File: src/rtl/fetch_s_block_pkg.sv
// Shared types and constants for the S-block SRAM fetch path.
package fetch_s_block_pkg;

    localparam int unsigned ADDR_W   = 18;
    localparam int unsigned DATA_W   = 16;
    localparam int unsigned S_ADDR_W = 7;
    localparam int unsigned S_DATA_W = 32;
    localparam int unsigned RC_W     = 10;
    localparam int unsigned TAG_W    = 5;

    localparam logic [ADDR_W-1:0] Y_BASE_DEF = 18'd0;
    localparam logic [ADDR_W-1:0] U_BASE_DEF = 18'd38400;
    localparam logic [ADDR_W-1:0] V_BASE_DEF = 18'd57600;
    localparam logic [ADDR_W-1:0] Y_WORDS    = 18'd160;
    localparam logic [ADDR_W-1:0] UV_WORDS   = 18'd80;

    typedef enum logic [1:0] {
        PLANE_Y = 2'd0,
        PLANE_U = 2'd1,
        PLANE_V = 2'd2
    } plane_t;

    typedef logic [1:0] fetch_state_t;
    localparam fetch_state_t S_IDLE  = 2'd0;
    localparam fetch_state_t S_ISSUE = 2'd1;
    localparam fetch_state_t S_DRAIN = 2'd2;
    localparam fetch_state_t S_DONE  = 2'd3;

    // One entry of the read-latency delay line
    typedef struct packed {
        logic             valid;
        logic [TAG_W-1:0] tag;
    } pipe_ent_t;

    // Plane code 3 is reserved and aliases V
    function automatic plane_t decode_plane(input logic [1:0] p);
        case (p)
            2'd0:    return PLANE_Y;
            2'd1:    return PLANE_U;
            default: return PLANE_V;
        endcase
    endfunction

    // x * stride with shifts and adds only (160 = 128+32, 80 = 64+16)
    function automatic logic [ADDR_W-1:0] row_offset(input logic [RC_W-1:0] x, input logic is_y);
        logic [ADDR_W-1:0] xe;
        xe = ADDR_W'(x);
        return is_y ? ((xe << 7) + (xe << 5)) : ((xe << 6) + (xe << 4));
    endfunction

endpackage

File: src/rtl/fetch_s_block_if.sv
// Request/done handshake, SRAM read bus and S RAM write ports of the fetch block.
interface fetch_s_block_if;
    import fetch_s_block_pkg::*;

    logic                  start;
    logic [1:0]            plane;
    logic [RC_W-1:0]       RA_init;
    logic [RC_W-1:0]       CA_init;
    logic [ADDR_W-1:0]     SRAM_address;
    logic                  SRAM_we_n;
    logic [DATA_W-1:0]     SRAM_read_data;
    logic [S_ADDR_W-1:0]   Address_S_a;
    logic [S_DATA_W-1:0]   Data_in_S_a;
    logic                  Write_en_S_a;
    logic [S_ADDR_W-1:0]   Address_S_b;
    logic [S_DATA_W-1:0]   Data_in_S_b;
    logic                  Write_en_S_b;
    logic                  busy;
    logic                  finish;

    modport master (
        input  start, plane, RA_init, CA_init, SRAM_read_data,
        output SRAM_address, SRAM_we_n,
        output Address_S_a, Data_in_S_a, Write_en_S_a,
        output Address_S_b, Data_in_S_b, Write_en_S_b,
        output busy, finish
    );

    modport slave (
        output start, plane, RA_init, CA_init, SRAM_read_data,
        input  SRAM_address, SRAM_we_n,
        input  Address_S_a, Data_in_S_a, Write_en_S_a,
        input  Address_S_b, Data_in_S_b, Write_en_S_b,
        input  busy, finish
    );

endinterface

File: src/rtl/fetch_s_block_pipe.sv
// Delay line matching the SRAM read latency; carries a valid bit and request tag.
module sram_read_pipe
    import fetch_s_block_pkg::*;
#(
    parameter int unsigned LATENCY = 2
)(
    input  logic      clk,
    input  logic      rst,
    input  pipe_ent_t in_ent,
    output pipe_ent_t out_ent,
    output logic      pending
);

    pipe_ent_t stage [LATENCY];

    // Shift one entry per cycle; synchronous clear
    always_ff @(posedge clk) begin
        if (rst) begin
            for (int unsigned s = 0; s < LATENCY; s++) stage[s] <= '0;
        end else begin
            stage[0] <= in_ent;
            for (int unsigned s = 1; s < LATENCY; s++) stage[s] <= stage[s-1];
        end
    end

    assign out_ent = stage[LATENCY-1];

    // Entries still in flight behind the output stage
    always_comb begin
        pending = 1'b0;
        for (int unsigned s = 0; s + 1 < LATENCY; s++) pending = pending | stage[s].valid;
    end

endmodule

File: src/rtl/fetch_s_block.sv
// Reads one 8x8 block from SRAM and unpacks it into S RAM, one pixel per word.
module fetch_s_block
    import fetch_s_block_pkg::*;
#(
    parameter int unsigned       SRAM_LATENCY = 2,
    parameter logic [ADDR_W-1:0] Y_BASE       = Y_BASE_DEF,
    parameter logic [ADDR_W-1:0] U_BASE       = U_BASE_DEF,
    parameter logic [ADDR_W-1:0] V_BASE       = V_BASE_DEF
)(
    input logic             Clock_50,
    input logic             Reset,
    fetch_s_block_if.master bus
);

    fetch_state_t      state, state_nx;
    logic [TAG_W-1:0]  i_cnt;
    logic [ADDR_W-1:0] row_base;
    logic [ADDR_W-1:0] sram_addr_q;
    logic              is_y_q;
    logic              busy_q;
    logic              finish_q;
    logic [ADDR_W-1:0] base_c;
    logic              is_y_c;
    logic [ADDR_W-1:0] blk_base_c;
    logic [ADDR_W-1:0] stride_c;
    pipe_ent_t         pipe_in_c;
    pipe_ent_t         pipe_out;
    logic              pipe_pending;

    // Block origin from the request inputs, used on the start cycle
    always_comb begin
        base_c = V_BASE;
        is_y_c = 1'b0;
        case (decode_plane(bus.plane))
            PLANE_Y: begin
                base_c = Y_BASE;
                is_y_c = 1'b1;
            end
            PLANE_U: base_c = U_BASE;
            default: base_c = V_BASE;
        endcase
        blk_base_c = base_c + row_offset(bus.RA_init, is_y_c) + ADDR_W'(bus.CA_init);
    end

    assign stride_c = is_y_q ? Y_WORDS : UV_WORDS;

    // State register
    always_ff @(posedge Clock_50) begin
        if (Reset) state <= S_IDLE;
        else       state <= state_nx;
    end

    // Next-state logic
    always_comb begin
        state_nx = state;
        case (state)
            S_IDLE:  if (bus.start) state_nx = S_ISSUE;
            S_ISSUE: if (i_cnt == 5'd31) state_nx = S_DRAIN;
            S_DRAIN: if (!pipe_pending) state_nx = S_DONE;
            S_DONE:  state_nx = S_IDLE;
            default: state_nx = S_IDLE;
        endcase
    end

    // Address generation, counters and handshake outputs
    always_ff @(posedge Clock_50) begin
        if (Reset) begin
            i_cnt       <= '0;
            row_base    <= '0;
            sram_addr_q <= '0;
            is_y_q      <= 1'b0;
            busy_q      <= 1'b0;
            finish_q    <= 1'b0;
        end else begin
            busy_q   <= (state_nx != S_IDLE);
            finish_q <= (state_nx == S_DONE);
            case (state)
                S_IDLE: begin
                    if (bus.start) begin
                        is_y_q      <= is_y_c;
                        row_base    <= blk_base_c;
                        sram_addr_q <= blk_base_c;
                        i_cnt       <= '0;
                    end
                end
                S_ISSUE: begin
                    if (i_cnt != 5'd31) begin
                        i_cnt <= i_cnt + 5'd1;
                        if (i_cnt[1:0] == 2'd3) begin
                            row_base    <= row_base + stride_c;
                            sram_addr_q <= row_base + stride_c;
                        end else begin
                            sram_addr_q <= sram_addr_q + 18'd1;
                        end
                    end
                end
                default: ;
            endcase
        end
    end

    // Tag each issued address with its word index
    always_comb begin
        pipe_in_c       = '0;
        pipe_in_c.valid = (state == S_ISSUE);
        pipe_in_c.tag   = i_cnt;
    end

    sram_read_pipe #(
        .LATENCY (SRAM_LATENCY)
    ) u_pipe (
        .clk     (Clock_50),
        .rst     (Reset),
        .in_ent  (pipe_in_c),
        .out_ent (pipe_out),
        .pending (pipe_pending)
    );

    // Split the returning word into the even/odd pixel writes
    always_comb begin
        bus.Address_S_a  = '0;
        bus.Data_in_S_a  = '0;
        bus.Write_en_S_a = 1'b0;
        bus.Address_S_b  = '0;
        bus.Data_in_S_b  = '0;
        bus.Write_en_S_b = 1'b0;
        if (pipe_out.valid) begin
            bus.Address_S_a  = {1'b0, pipe_out.tag, 1'b0};
            bus.Data_in_S_a  = {24'd0, bus.SRAM_read_data[15:8]};
            bus.Write_en_S_a = 1'b1;
            bus.Address_S_b  = {1'b0, pipe_out.tag, 1'b1};
            bus.Data_in_S_b  = {24'd0, bus.SRAM_read_data[7:0]};
            bus.Write_en_S_b = 1'b1;
        end
    end

    assign bus.SRAM_address = sram_addr_q;
    assign bus.SRAM_we_n    = 1'b1;
    assign bus.busy         = busy_q;
    assign bus.finish       = finish_q;

endmodule

File: src/flat_wrapper.sv
// flat-port wrapper written by rule: the top's interface ports become plain ports
module fetch_s_block_flat import fetch_s_block_pkg::*;
#(
    parameter int unsigned       SRAM_LATENCY = 2,
    parameter logic [ADDR_W-1:0] Y_BASE       = Y_BASE_DEF,
    parameter logic [ADDR_W-1:0] U_BASE       = U_BASE_DEF,
    parameter logic [ADDR_W-1:0] V_BASE       = V_BASE_DEF
)
  (Clock_50, Reset, bus_start, bus_plane, bus_RA_init, bus_CA_init, bus_SRAM_read_data, bus_SRAM_address, bus_SRAM_we_n, bus_Address_S_a, bus_Data_in_S_a, bus_Write_en_S_a, bus_Address_S_b, bus_Data_in_S_b, bus_Write_en_S_b, bus_busy, bus_finish);
  fetch_s_block_if bus_i ();
  input logic Clock_50;
  input logic Reset;
  input wire logic [$bits(bus_i.start)-1:0] bus_start;
  input wire logic [$bits(bus_i.plane)-1:0] bus_plane;
  input wire logic [$bits(bus_i.RA_init)-1:0] bus_RA_init;
  input wire logic [$bits(bus_i.CA_init)-1:0] bus_CA_init;
  input wire logic [$bits(bus_i.SRAM_read_data)-1:0] bus_SRAM_read_data;
  output wire logic [$bits(bus_i.SRAM_address)-1:0] bus_SRAM_address;
  output wire logic [$bits(bus_i.SRAM_we_n)-1:0] bus_SRAM_we_n;
  output wire logic [$bits(bus_i.Address_S_a)-1:0] bus_Address_S_a;
  output wire logic [$bits(bus_i.Data_in_S_a)-1:0] bus_Data_in_S_a;
  output wire logic [$bits(bus_i.Write_en_S_a)-1:0] bus_Write_en_S_a;
  output wire logic [$bits(bus_i.Address_S_b)-1:0] bus_Address_S_b;
  output wire logic [$bits(bus_i.Data_in_S_b)-1:0] bus_Data_in_S_b;
  output wire logic [$bits(bus_i.Write_en_S_b)-1:0] bus_Write_en_S_b;
  output wire logic [$bits(bus_i.busy)-1:0] bus_busy;
  output wire logic [$bits(bus_i.finish)-1:0] bus_finish;
  assign bus_i.start = bus_start;
  assign bus_i.plane = bus_plane;
  assign bus_i.RA_init = bus_RA_init;
  assign bus_i.CA_init = bus_CA_init;
  assign bus_i.SRAM_read_data = bus_SRAM_read_data;
  assign bus_SRAM_address = bus_i.SRAM_address;
  assign bus_SRAM_we_n = bus_i.SRAM_we_n;
  assign bus_Address_S_a = bus_i.Address_S_a;
  assign bus_Data_in_S_a = bus_i.Data_in_S_a;
  assign bus_Write_en_S_a = bus_i.Write_en_S_a;
  assign bus_Address_S_b = bus_i.Address_S_b;
  assign bus_Data_in_S_b = bus_i.Data_in_S_b;
  assign bus_Write_en_S_b = bus_i.Write_en_S_b;
  assign bus_busy = bus_i.busy;
  assign bus_finish = bus_i.finish;
  fetch_s_block #(.SRAM_LATENCY(SRAM_LATENCY), .Y_BASE(Y_BASE), .U_BASE(U_BASE), .V_BASE(V_BASE)) u_core (.Clock_50(Clock_50), .Reset(Reset), .bus(bus_i));
endmodule
File: config.mk
export PLATFORM = sky130hd
export DESIGN_NAME = fetch_s_block_flat
export DESIGN_NICKNAME = d
export VERILOG_FILES = /design/src/rtl/fetch_s_block_pkg.sv /design/src/rtl/fetch_s_block_if.sv /design/src/rtl/fetch_s_block_pipe.sv /design/src/rtl/fetch_s_block.sv /design/src/flat_wrapper.sv
export SDC_FILE = /design/constraint.sdc
export NUM_CORES = 1
export LEC_CHECK = 0
export ABC_CLOCK_PERIOD_IN_PS = 6300
export BUFFER_PORTS_ARGS = -buffer_cell sky130_fd_sc_hd__clkbuf_2
export CAP_MARGIN = 20
export CORE_ASPECT_RATIO = 1.2
export CORE_UTILIZATION = 53
export DETAILED_ROUTE_END_ITERATION = 10
export GPL_ROUTABILITY_DRIVEN = 1
export GPL_TIMING_DRIVEN = 1
export HOLD_SLACK_MARGIN = 0.1
export PLACE_DENSITY = 0.93
export SLEW_MARGIN = 0
export SYNTH_ARGS = -nofsm -noshare
export SYNTH_HDL_FRONTEND = slang
export SYNTH_SLANG_ARGS = --single-unit
File: constraint.sdc
create_clock -name Clock_50 -period 6.3 [get_ports Clock_50]
set_clock_uncertainty 0.15 [all_clocks]
set_input_delay 1.89 -clock Clock_50 [delete_from_list [all_inputs] [get_ports Clock_50]]
set_output_delay 1.89 -clock Clock_50 [all_outputs]
set_load 0.01 [all_outputs]
==> flow_summary_export.csv, run 1 <==
group,metric,value,unit
status,outcome,"completed",
floorplan,pin_count,142,
layout,final_nets,779,
run,drv_cap,0,
clocking,insertion_delay,0.34,ns
pwr,p_leak,2.40,nW
place,numPortBuffers,89,
floorplan,die_h,108,µm
yosys,yosysSeqAreaShare,23.6,%
clocking,post_cts_buffers,0,
hold_path,hp-class,"reg2reg",
sta,tightest_slew,0.895,ns
yosys,async_flop_share,0,%
global_route,grt_pass1_wl,18800,µm
critical_path,worstSetupStartpointType,"input pin",
critical_path,crit_arrival,5.38,ns
yosys,synth_edf_count,0,
yosys,synthMuxAreaShare,0.407,%
clocking,clockRootBuffer,"clkbuf_8",
layout,diodes,0,
yosys,synth-seq-cells,58,
yosys,synthAdderAreaFrac,10.9,%
global_route,grt_overflow,0,
critical_path,cp.required,6.37,ns
yosys,synth-simple-area-share,22.0,%
clocking,clockBufferDepth,2,
clocking,cts-htree-levels,3,
place,dp_hpwl,8350,µm
sta,finalCriticalPeriod,5.31,ns
sta,hold_ws,0.284,ns
sta,fmaxAchievable,188,MHz
critical_path,worstSetupEndpointType,"register",
yosys,synth_ff_type,"dfxtp_1",
layout,areaGrowthSynthToFinish,8.57,%
yosys,netlist_area,4920,µm²
route,drtIter0Drc,343,
route,drt_wl_total,11400,µm
critical_path,critPathKind,"in2reg",
clocking,cts_resized,0,
yosys,avgSynthCellArea,7.79,µm²
route,drtPass1Iterations,6,
sta,max-slew-margin-rel,40.1,%
route,num_vias,4676,
clocking,cts_hold_buf,0,
yosys,synth_top_family_by_area,"compound AO/OA/AOI/OAI gates",
place,place_inst,807,
critical_path,crit_fanout,3,
yosys,synth_xor_area_share,6.05,%
yosys,yosys.cell_types.count,63,
yosys,synth-compound-area-share,23.7,%
yosys,synth_warnings,0,
sta,rsz0062_at_grt,"false",
place,gp_congestion,0.842,
global_route,grt_pass1_vias,4195,
global_route,grt_usage,23.8,%
route,final_antenna_net_count,0,
clocking,cts_tree,"done",
clocking,clkTransAtPathRegs,0.07,ns
sta,drv_slew,0,
floorplan,dieArea,9680,µm²
sta,fin_crit_sh,84.3,%
route,avgRoutedWirePerCell,13.9,µm
floorplan,start_util,54.5,%
sta,hold_viol,0,
layout,instances_no_fill,823,
floorplan,num_rows,38,
route,viasPerCell,5.68,
layout,final_layout_size_suffix_gt1_share,18.2,%
layout,fill_cells,827,
floorplan,die_width,90.0,µm
clocking,cts.sinks,58,
yosys,syn_inst,632,
clocking,cts_buffers,9,
sta,setup_tns,0,ns
pwr,powerDensity,250,nW/µm²
global_route,antenna_found_initial,0,
sta,setup_viol,0,
route,drc,0,
global_route,grt_max_degree,42,
floorplan,core,9030,µm²
pwr,ir_drop,0.102,mV
worst max-delay path, cell delays in order:
cell	delay (ns)
clkbuf_2	0.10
ha_1	0.23
fa_1	0.44
a211oi_1	0.28
o21bai_1	0.11
a21oi_1	0.26
o21ai_0	0.11
a221oi_1	0.31
ha_1	0.29
ha_1	0.36
and3_1	0.21
and2_1	0.15
nand4_1	0.13
a211o_1	0.32
nand3_1	0.10
a21oi_1	0.07
stage by stage:
| stage | total power, W | worst slack, ns | instance area [µm²] | util, % |
|---|---|---|---|---|
| after floorplan | 0.000860 | 1.09 | 5110 | - |
| after global placement | 0.000944 | 0.780 | 5130 | 56.8 |
| after detailed placement | 0.000959 | 0.660 | 5130 | 56.8 |
| after CTS | 0.00133 | 1.00 | 5340 | 59.2 |
| after global routing | 0.00142 | 0.822 | 5340 | 59.2 |
| final | 0.00134 | 0.987 | 5340 | 59.2 |
cell usage in the layout, fill, tap and decap left out, types with 5 or more instances in the layout:
cell      instances
a211oi_1          7
o211ai_1          5
nand3_1          23
inv_1            14
ha_1             35
and3_1            7
nand2b_1         12
a31oi_1           7
clkbuf_8          9
nor3_1           16
nand2_1          59
o21ai_0          47
o21bai_1          5
conb_1           52
xnor2_1          21
fa_1              5
nor2b_1          11
a221oi_1          5
nor2_1           38
dfxtp_1          58
and2_1           27
xor2_1           13
clkbuf_2         89
a21o_1            9
nand4_1           6
a21oi_1          52
worst paths after layout:
check	startpoint	to	slack, ns	cells after the start
max reg2reg	u_core.i_cnt[0]$_SDFFE_PP0P_	u_core.row_base[12]$_SDFFE_PP0P_	2.83	9
min reg2reg	u_core.u_pipe.stage[0][0]$_SDFF_PP0_	u_core.u_pipe.stage[0][6]$_SDFF_PP0_	0.28	1
min	u_core.u_pipe.stage[0][0]$_SDFF_PP0_	u_core.u_pipe.stage[0][6]$_SDFF_PP0_	0.28	1
max	bus_RA_init[0]	u_core.bus.SRAM_address[17]$_SDFFE_PP0P_	0.99	16
synthesized netlist by cell type, types with 7 or more instances:
| master | instances | area share [%] |
|---|---|---|
| a211oi_1 | 7 | 1.1 |
| a21o_1 | 9 | 1.4 |
| a21oi_1 | 52 | 5.3 |
| a31oi_1 | 7 | 0.89 |
| and2_1 | 27 | 3.4 |
| and3_1 | 7 | 0.89 |
| buf_4 | 60 | 9.2 |
| clkbuf_1 | 18 | 1.4 |
| dfxtp_1 | 58 | 24 |
| ha_1 | 35 | 8.9 |
| inv_1 | 14 | 1.1 |
| nand2_1 | 59 | 4.5 |
| nand2b_1 | 12 | 1.5 |
| nand3_1 | 23 | 2.3 |
| nor2_1 | 38 | 2.9 |
| nor2b_1 | 11 | 1.4 |
| nor3_1 | 16 | 1.6 |
| o21ai_0 | 47 | 4.8 |
| xnor2_1 | 21 | 3.7 |
| xor2_1 | 13 | 2.3 |
flip-flops by register name, indices dropped and copies added (netlist names):
signal / cells
u_core.i_cnt: 5
u_core.is_y_q: 1
u_core.u_pipe.stage: 12
u_core.bus.SRAM_address: 18
u_core.bus.busy: 1
u_core.state: 2
u_core.row_base: 18
u_core.bus.finish: 1
area by class of cell:
class                           instances  area (µm²)  area share, %
Inverter                               14        52.6          0.983
Sequential cell                        58        1160           21.7
Multi-Input combinational cell        523        3300           61.8
Clock buffer                           11         131           2.46
Timing Repair Buffer                   92         468           8.76
Clock inverter                          5        78.8           1.48
Tap cell                              120         150           2.81
metal layers:
layer	wire, µm	share of wire [%]	global-route usage (%)
met1	4550	40	26.2
met2	5820	51	44.7
met3	784	6.9	3.67
met4	280	2.4	10.9
met5	0	0	0
cells by family after synthesis:
family                   count (synthesis)
multiplexers                             2
other                                    2
buffers and inverters                  101
adder cells (fa/ha/maj)                 40
XOR/XNOR                                34
AND/OR/NAND/NOR                        216
AO/OA/AOI/OAI                          179
flip-flops                              58
power by group:
part	internal (W)	switching (W)	leakage [nW]	total, W
logic	0.000204	0.000303	1.82	0.000507
clock network	0.000222	0.000149	0.107	0.000371
registers	0.000407	0.0000526	0.475	0.000460
No activity file was read; power rests on OpenSTA's default activity.
==> run 2, diff against run 1 <==
ABC_CLOCK_PERIOD_IN_PS = 5400   (was 6300)
clock period = 5.4 ns   (was 6.3 ns; I/O delays follow)
==> run 2 against run 1 <==
Against the previous run:
- routed wire length down 2.3%
- highest routed layer unchanged
- global-route usage down 0.13 points
- power up 14%
- largest power group unchanged
- combinational power up 16%
==> flow_summary_export.csv, run 2 (synthesis gave the netlist of run 1 again) <==
group,metric,value,unit
clocking,cts_resized,0,
layout,register_area,1160,µm²
route,final_antenna_net_count,0,
route,drtPass1Iterations,6,
critical_path,crit_chain,"clkbuf_2 > ha_1 > fa_1 > a211oi_1 > o21bai_1 > a21oi_1 > o21ai_0 > a221oi_1 > ha_1 > ha_1 > and3_1 > and2_1 > nand4_1 > a211o_1 > nand3_1 > a21oi_1",
pwr,p_total,0.00152,W
sta,setup_viol,0,
layout,fill_cells,770,
place,numPortBuffers,89,
critical_path,crit_fanout,3,
layout,instances_no_fill,826,
place,place_inst,810,
layout,areaGrowthSynthToFinish,8.67,%
critical_path,ff2ff_path_depth,9,
sta,hold_viol,0,
sta,timing.final.ws_setup,0.385,ns
clocking,cts-htree-levels,3,
critical_path,critPathKind,"in2reg",
critical_path,cpPeakStageDelay,0.44,ns
sta,max-slew-margin-rel,38.8,%
global_route,busiest_layer,"met2",
pwr,pwr-share-clk,26.1,%
pwr,powerDensity,284,nW/µm²
floorplan,die_h,108,µm
layout,final_common_cell,"clkbuf_2",
clocking,clkTransAtPathRegs,0.07,ns
clocking,clockBufferDepth,2,
route,drc,0,
global_route,grt_overflow,0,
route,drt_wl_total,11200,µm
clocking,insertion_delay,0.35,ns
critical_path,worstSetupStartpointType,"input pin",
global_route,grt_use_met2,42.4,%
clocking,cts_buffers,9,
global_route,grt_max_degree,42,
critical_path,critPathTopFamily,"compound AO/OA/AOI/OAI gates",
critical_path,worstSetupPathDepth,16,
clocking,cts.sinks,58,
global_route,use_met3,5.16,%
sta,finalCriticalPeriod,5.02,ns
critical_path,ff2ff_setup_slack,1.97,ns
clocking,clockRootBuffer,"clkbuf_8",
run,drv_cap,0,
floorplan,start_util,54.5,%
global_route,use_met1,27.2,%
critical_path,r2r_end,"u_core.row_base[12]$_SDFFE_PP0P_",
pwr,ir_drop,0.161,mV
layout,final_cell_mix,"clkbuf_2, nand2_1, dfxtp_1",
route,avgRoutedWirePerCell,13.5,µm
floorplan,dieArea,9680,µm²
sta,drv_slew,0,
sta,tightest_slew,0.915,ns
pwr,p_int,0.000926,W
floorplan,num_rows,38,
route,viasPerCell,5.62,
clocking,cts_hold_buf,0,
place,dp_hpwl,8260,µm
critical_path,cp.required,5.48,ns
critical_path,crit_end,"u_core.bus.SRAM_address[17]$_SDFFE_PP0P_",
status,outcome,"completed",
place,gp_congestion,0.877,
sta,fmaxAchievable,199,MHz
sta,rsz0062_at_grt,"false",
floorplan,core,9030,µm²
sta,setup_tns,0,ns
pwr,netSwitchingFraction,39.0,%
layout,diodes,0,
floorplan,die_width,90.0,µm
route,num_vias,4638,
global_route,grt_usage,23.6,%
sta,hold_ws,0.289,ns
layout,multiInputGateArea,3300,µm²
critical_path,crit_top_cell,"ha_1",
critical_path,crit_slowest_cell,"fa_1",
route,drtIter0Drc,394,
critical_path,critPathLaunch,"bus_RA_init[0]",
clocking,cts_tree,"done",
critical_path,critPathBufInv,1,
layout,final_layout_size_suffix_gt1_share,18.8,%
critical_path,r2r-start,"u_core.i_cnt[0]$_SDFFE_PP0P_",
pwr,power_frac_comb,38.6,%
pwr,p_leak,2.40,nW
layout,final_nets,782,
critical_path,worstSetupEndpointType,"register",
pwr,power.share.sequential,35.3,%
sta,fin_crit_sh,92.9,%
floorplan,pin_count,142,
global_route,antenna_found_initial,0,
critical_path,crit_arrival,5.10,ns
pwr,p_sw,0.000593,W
global_route,grt_pass1_wl,18700,µm
clocking,post_cts_buffers,0,
place,pre_cts_slack,0.0193,ns
global_route,grt_pass1_vias,4175,
hold_path,hp-class,"reg2reg",
## run 2: cell count changes in the layout (fill, tap and decap cells not counted), sizes merged
cell	before	now
inv	14	15
clkbuf	100	98
buf	3	6
bufinv	2	1
clkinvlp	0	2
## run 2: worst reg2reg max path, cell delays in order (launching register included)
cell and delay (ns):
dfxtp_1 0.35, ha_1 0.50, and3_1 0.33, ha_1 0.23, nand2b_1 0.20, a21o_1 0.44
nor2_2 0.62, o21ai_0 0.21, a22oi_1 0.21, a21oi_1 0.08
## run 2: final cells by class
| class | count | area share [%] |
|---|---|---|
| flip-flops and latches | 58 | 21.7 |
| clock inverters | 7 | 1.29 |
| clock buffers | 9 | 2.32 |
| multi-input cells | 523 | 61.7 |
| well taps | 120 | 2.81 |
| inverters | 14 | 0.982 |
| repair buffers | 95 | 9.17 |
## run 2: worst min path at each step
stage / startpoint / endpoint / depth (start not counted)
floorplan: u_core.u_pipe.stage[0][4]$_SDFF_PP0_ / u_core.u_pipe.stage[0][10]$_SDFF_PP0_ / 1
global placement: u_core.u_pipe.stage[0][1]$_SDFF_PP0_ / u_core.u_pipe.stage[0][7]$_SDFF_PP0_ / 1
detailed placement: u_core.u_pipe.stage[0][4]$_SDFF_PP0_ / u_core.u_pipe.stage[0][10]$_SDFF_PP0_ / 1
CTS: u_core.u_pipe.stage[0][0]$_SDFF_PP0_ / u_core.u_pipe.stage[0][6]$_SDFF_PP0_ / 1
global route: u_core.u_pipe.stage[0][2]$_SDFF_PP0_ / u_core.u_pipe.stage[0][8]$_SDFF_PP0_ / 1
finish: u_core.u_pipe.stage[0][0]$_SDFF_PP0_ / u_core.u_pipe.stage[0][6]$_SDFF_PP0_ / 1
## run 2: layer usage
| metal | vias to the layer above | wire length, µm |
|---|---|---|
| met1 | 2089 | 4510 |
| met2 | 248 | 5480 |
| met3 | 28 | 906 |
| li1 | 2273 | - |
| met4 | 0 | 279 |
| met5 | - | 0 |
## run 2: metrics by stage
| stage | cell area [µm²] | util [%] |
|---|---|---|
| 2_1_floorplan | 5110 | - |
| 6_report | 5350 | 59.2 |
| 5_1_grt | 5350 | 59.2 |
| 4_1_cts | 5350 | 59.2 |
| 3_3_place_gp | 5160 | 57.1 |
| 3_5_place_dp | 5160 | 57.1 |
## run 2: power groups by stage
stage / combinational, W / clock [W] / sequential (W)
floorplan: 0.000465 / 0 / 0.000539
finish: 0.000586 / 0.000397 / 0.000536
global placement: 0.000564 / 0 / 0.000541
detailed placement: 0.000578 / 0 / 0.000543
global route: 0.000655 / 0.000424 / 0.000543
CTS: 0.000582 / 0.000398 / 0.000534
==> run 3, diff against run 2 <==
CORE_ASPECT_RATIO = 1.25   (was 1.2)
==> run 3 against run 2 <==
Against the previous run:
- via count fell by 0.11%
- register-to-register slack barely moved
- largest power group unchanged
- global-route usage rose by 0.24 points
- critical endpoint is now u_core.row_base[17]$_SDFFE_PP0P_
- first-iteration DRC count fell by 25%
- critical path depth did not move
- sequential power barely moved
- largest cell class unchanged
- cell count did not move
- core utilization rose by 1.0 points
==> flow_summary_export.csv, run 3 (synthesis gave the netlist of run 1 again) <==
group,metric,value,unit
status,outcome,"completed",
layout,final_common_cell,"clkbuf_2",
layout,final_cell_mix,"clkbuf_2, nand2_1, dfxtp_1",
route,drt_wl_total,11400,µm
critical_path,crit_arrival,5.09,ns
global_route,antenna_found_initial,0,
layout,postLayoutCellArea,5330,µm²
global_route,grt_max_degree,42,
hold_path,hp-class,"reg2reg",
route,drc,0,
critical_path,worstSetupStartpointType,"input pin",
critical_path,crit_top_cell,"ha_1",
floorplan,dieArea,9680,µm²
pwr,powerDensity,276,nW/µm²
layout,instances_no_fill,826,
floorplan,core,8840,µm²
critical_path,cp.required,5.48,ns
floorplan,num_rows,38,
clocking,cts.sinks,58,
layout,final_nets,782,
critical_path,crit_fanout,3,
route,drtPass1Iterations,6,
layout,final_layout_size_suffix_gt1_share,18.7,%
critical_path,critPathTopFamily,"compound AO/OA/AOI/OAI gates",
critical_path,cpPeakStageDelay,0.44,ns
clocking,cts_buffers,9,
clocking,clockBufferDepth,2,
layout,diodes,0,
sta,finalCriticalPeriod,5.01,ns
route,viasPerCell,5.61,
place,numPortBuffers,89,
global_route,grt_pass1_wl,18100,µm
sta,fin_crit_sh,92.8,%
sta,drv_slew,0,
critical_path,worstSetupEndpointType,"register",
critical_path,crit_chain,"clkbuf_2 > ha_1 > fa_1 > a211oi_1 > o21bai_1 > a21oi_1 > o21ai_0 > a221oi_1 > ha_1 > ha_1 > and3_1 > and2_1 > nand4_1 > a211o_1 > nand3_1 > a21oi_1",
clocking,cts-htree-levels,3,
floorplan,die_h,110,µm
critical_path,critPathKind,"in2reg",
pwr,ir_drop,0.158,mV
sta,hold_ws,0.290,ns
run,drv_cap,0,
critical_path,crit_slowest_cell,"fa_1",
clocking,clkTransAtPathRegs,0.07,ns
route,drtIter0Drc,296,
global_route,grt_overflow,0,
route,final_antenna_net_count,0,
pwr,p_leak,2.39,nW
clocking,cts_tree,"done",
floorplan,die_width,88.2,µm
layout,post-route-util,60.2,%
sta,rsz0062_at_grt,"false",
floorplan,pin_count,142,
sta,max-slew-margin-rel,40.7,%
place,gp_congestion,0.846,
place,place_inst,810,
route,avgRoutedWirePerCell,13.8,µm
clocking,insertion_delay,0.34,ns
clocking,post_cts_buffers,0,
clocking,cts_hold_buf,0,
place,dpl_cell_area,5160,µm²
clocking,clockRootBuffer,"clkbuf_8",
sta,setup_viol,0,
critical_path,critPathBufInv,1,
global_route,grt_usage,23.9,%
sta,hold_viol,0,
global_route,grt_pass1_vias,4119,
route,num_vias,4633,
floorplan,start_util,55.7,%
place,dp_hpwl,8550,µm
sta,tightest_slew,0.890,ns
layout,areaGrowthSynthToFinish,8.24,%
sta,setup_tns,0,ns
sta,fmaxAchievable,200,MHz
clocking,cts_resized,0,
-- run 3: cell types whose count changed in the layout (fill, tap and decap cells not counted), sizes merged --
cell	before	now
inv	15	14
bufinv	1	0
clkbuf	98	100
-- run 3: metal layers --
layer | wire length (µm) | track usage [%] | vias up
met5 | 0 | 0 | -
li1 | - | - | 2270
met4 | 282 | 11.9 | 0
met2 | 5800 | 43.5 | 237
met1 | 4490 | 26.5 | 2098
met3 | 842 | 3.60 | 28
-- run 3: metrics by stage --
stage / setup WS, ns / power, W
global route: 0.156 / 0.00157
floorplan: 0.461 / 0.00100
CTS: 0.410 / 0.00147
finish: 0.392 / 0.00147
detailed placement: 0.0583 / 0.00112
global placement: 0.168 / 0.00110
-- run 3: final cells by class --
cell class | count | area, µm²
Inverter | 14 | 52.6
Clock buffer | 11 | 141
Fill cell | 801 | 3520
Timing Repair Buffer | 95 | 490
Clock inverter | 5 | 30.0
Multi-Input combinational cell | 523 | 3300
Tap cell | 120 | 150
Sequential cell | 58 | 1160
-- run 3: worst paths after layout --
| path | slack [ns] | from | cells after the start | endpoint |
|---|---|---|---|---|
| hold reg to reg | 0.29 | u_core.u_pipe.stage[0][3]$_SDFF_PP0_ | 1 | u_core.u_pipe.stage[0][9]$_SDFF_PP0_ |
| setup / recovery | 0.39 | bus_RA_init[0] | 16 | u_core.row_base[17]$_SDFFE_PP0P_ |
| hold / removal | 0.29 | u_core.u_pipe.stage[0][3]$_SDFF_PP0_ | 1 | u_core.u_pipe.stage[0][9]$_SDFF_PP0_ |
| setup reg to reg | 1.98 | u_core.i_cnt[0]$_SDFFE_PP0P_ | 9 | u_core.row_base[12]$_SDFFE_PP0P_ |
-- run 3: power by group --
part / switching, W / internal (W)
logic: 0.000346 / 0.000240
clock network: 0.000173 / 0.000176
registers: 0.0000610 / 0.000475
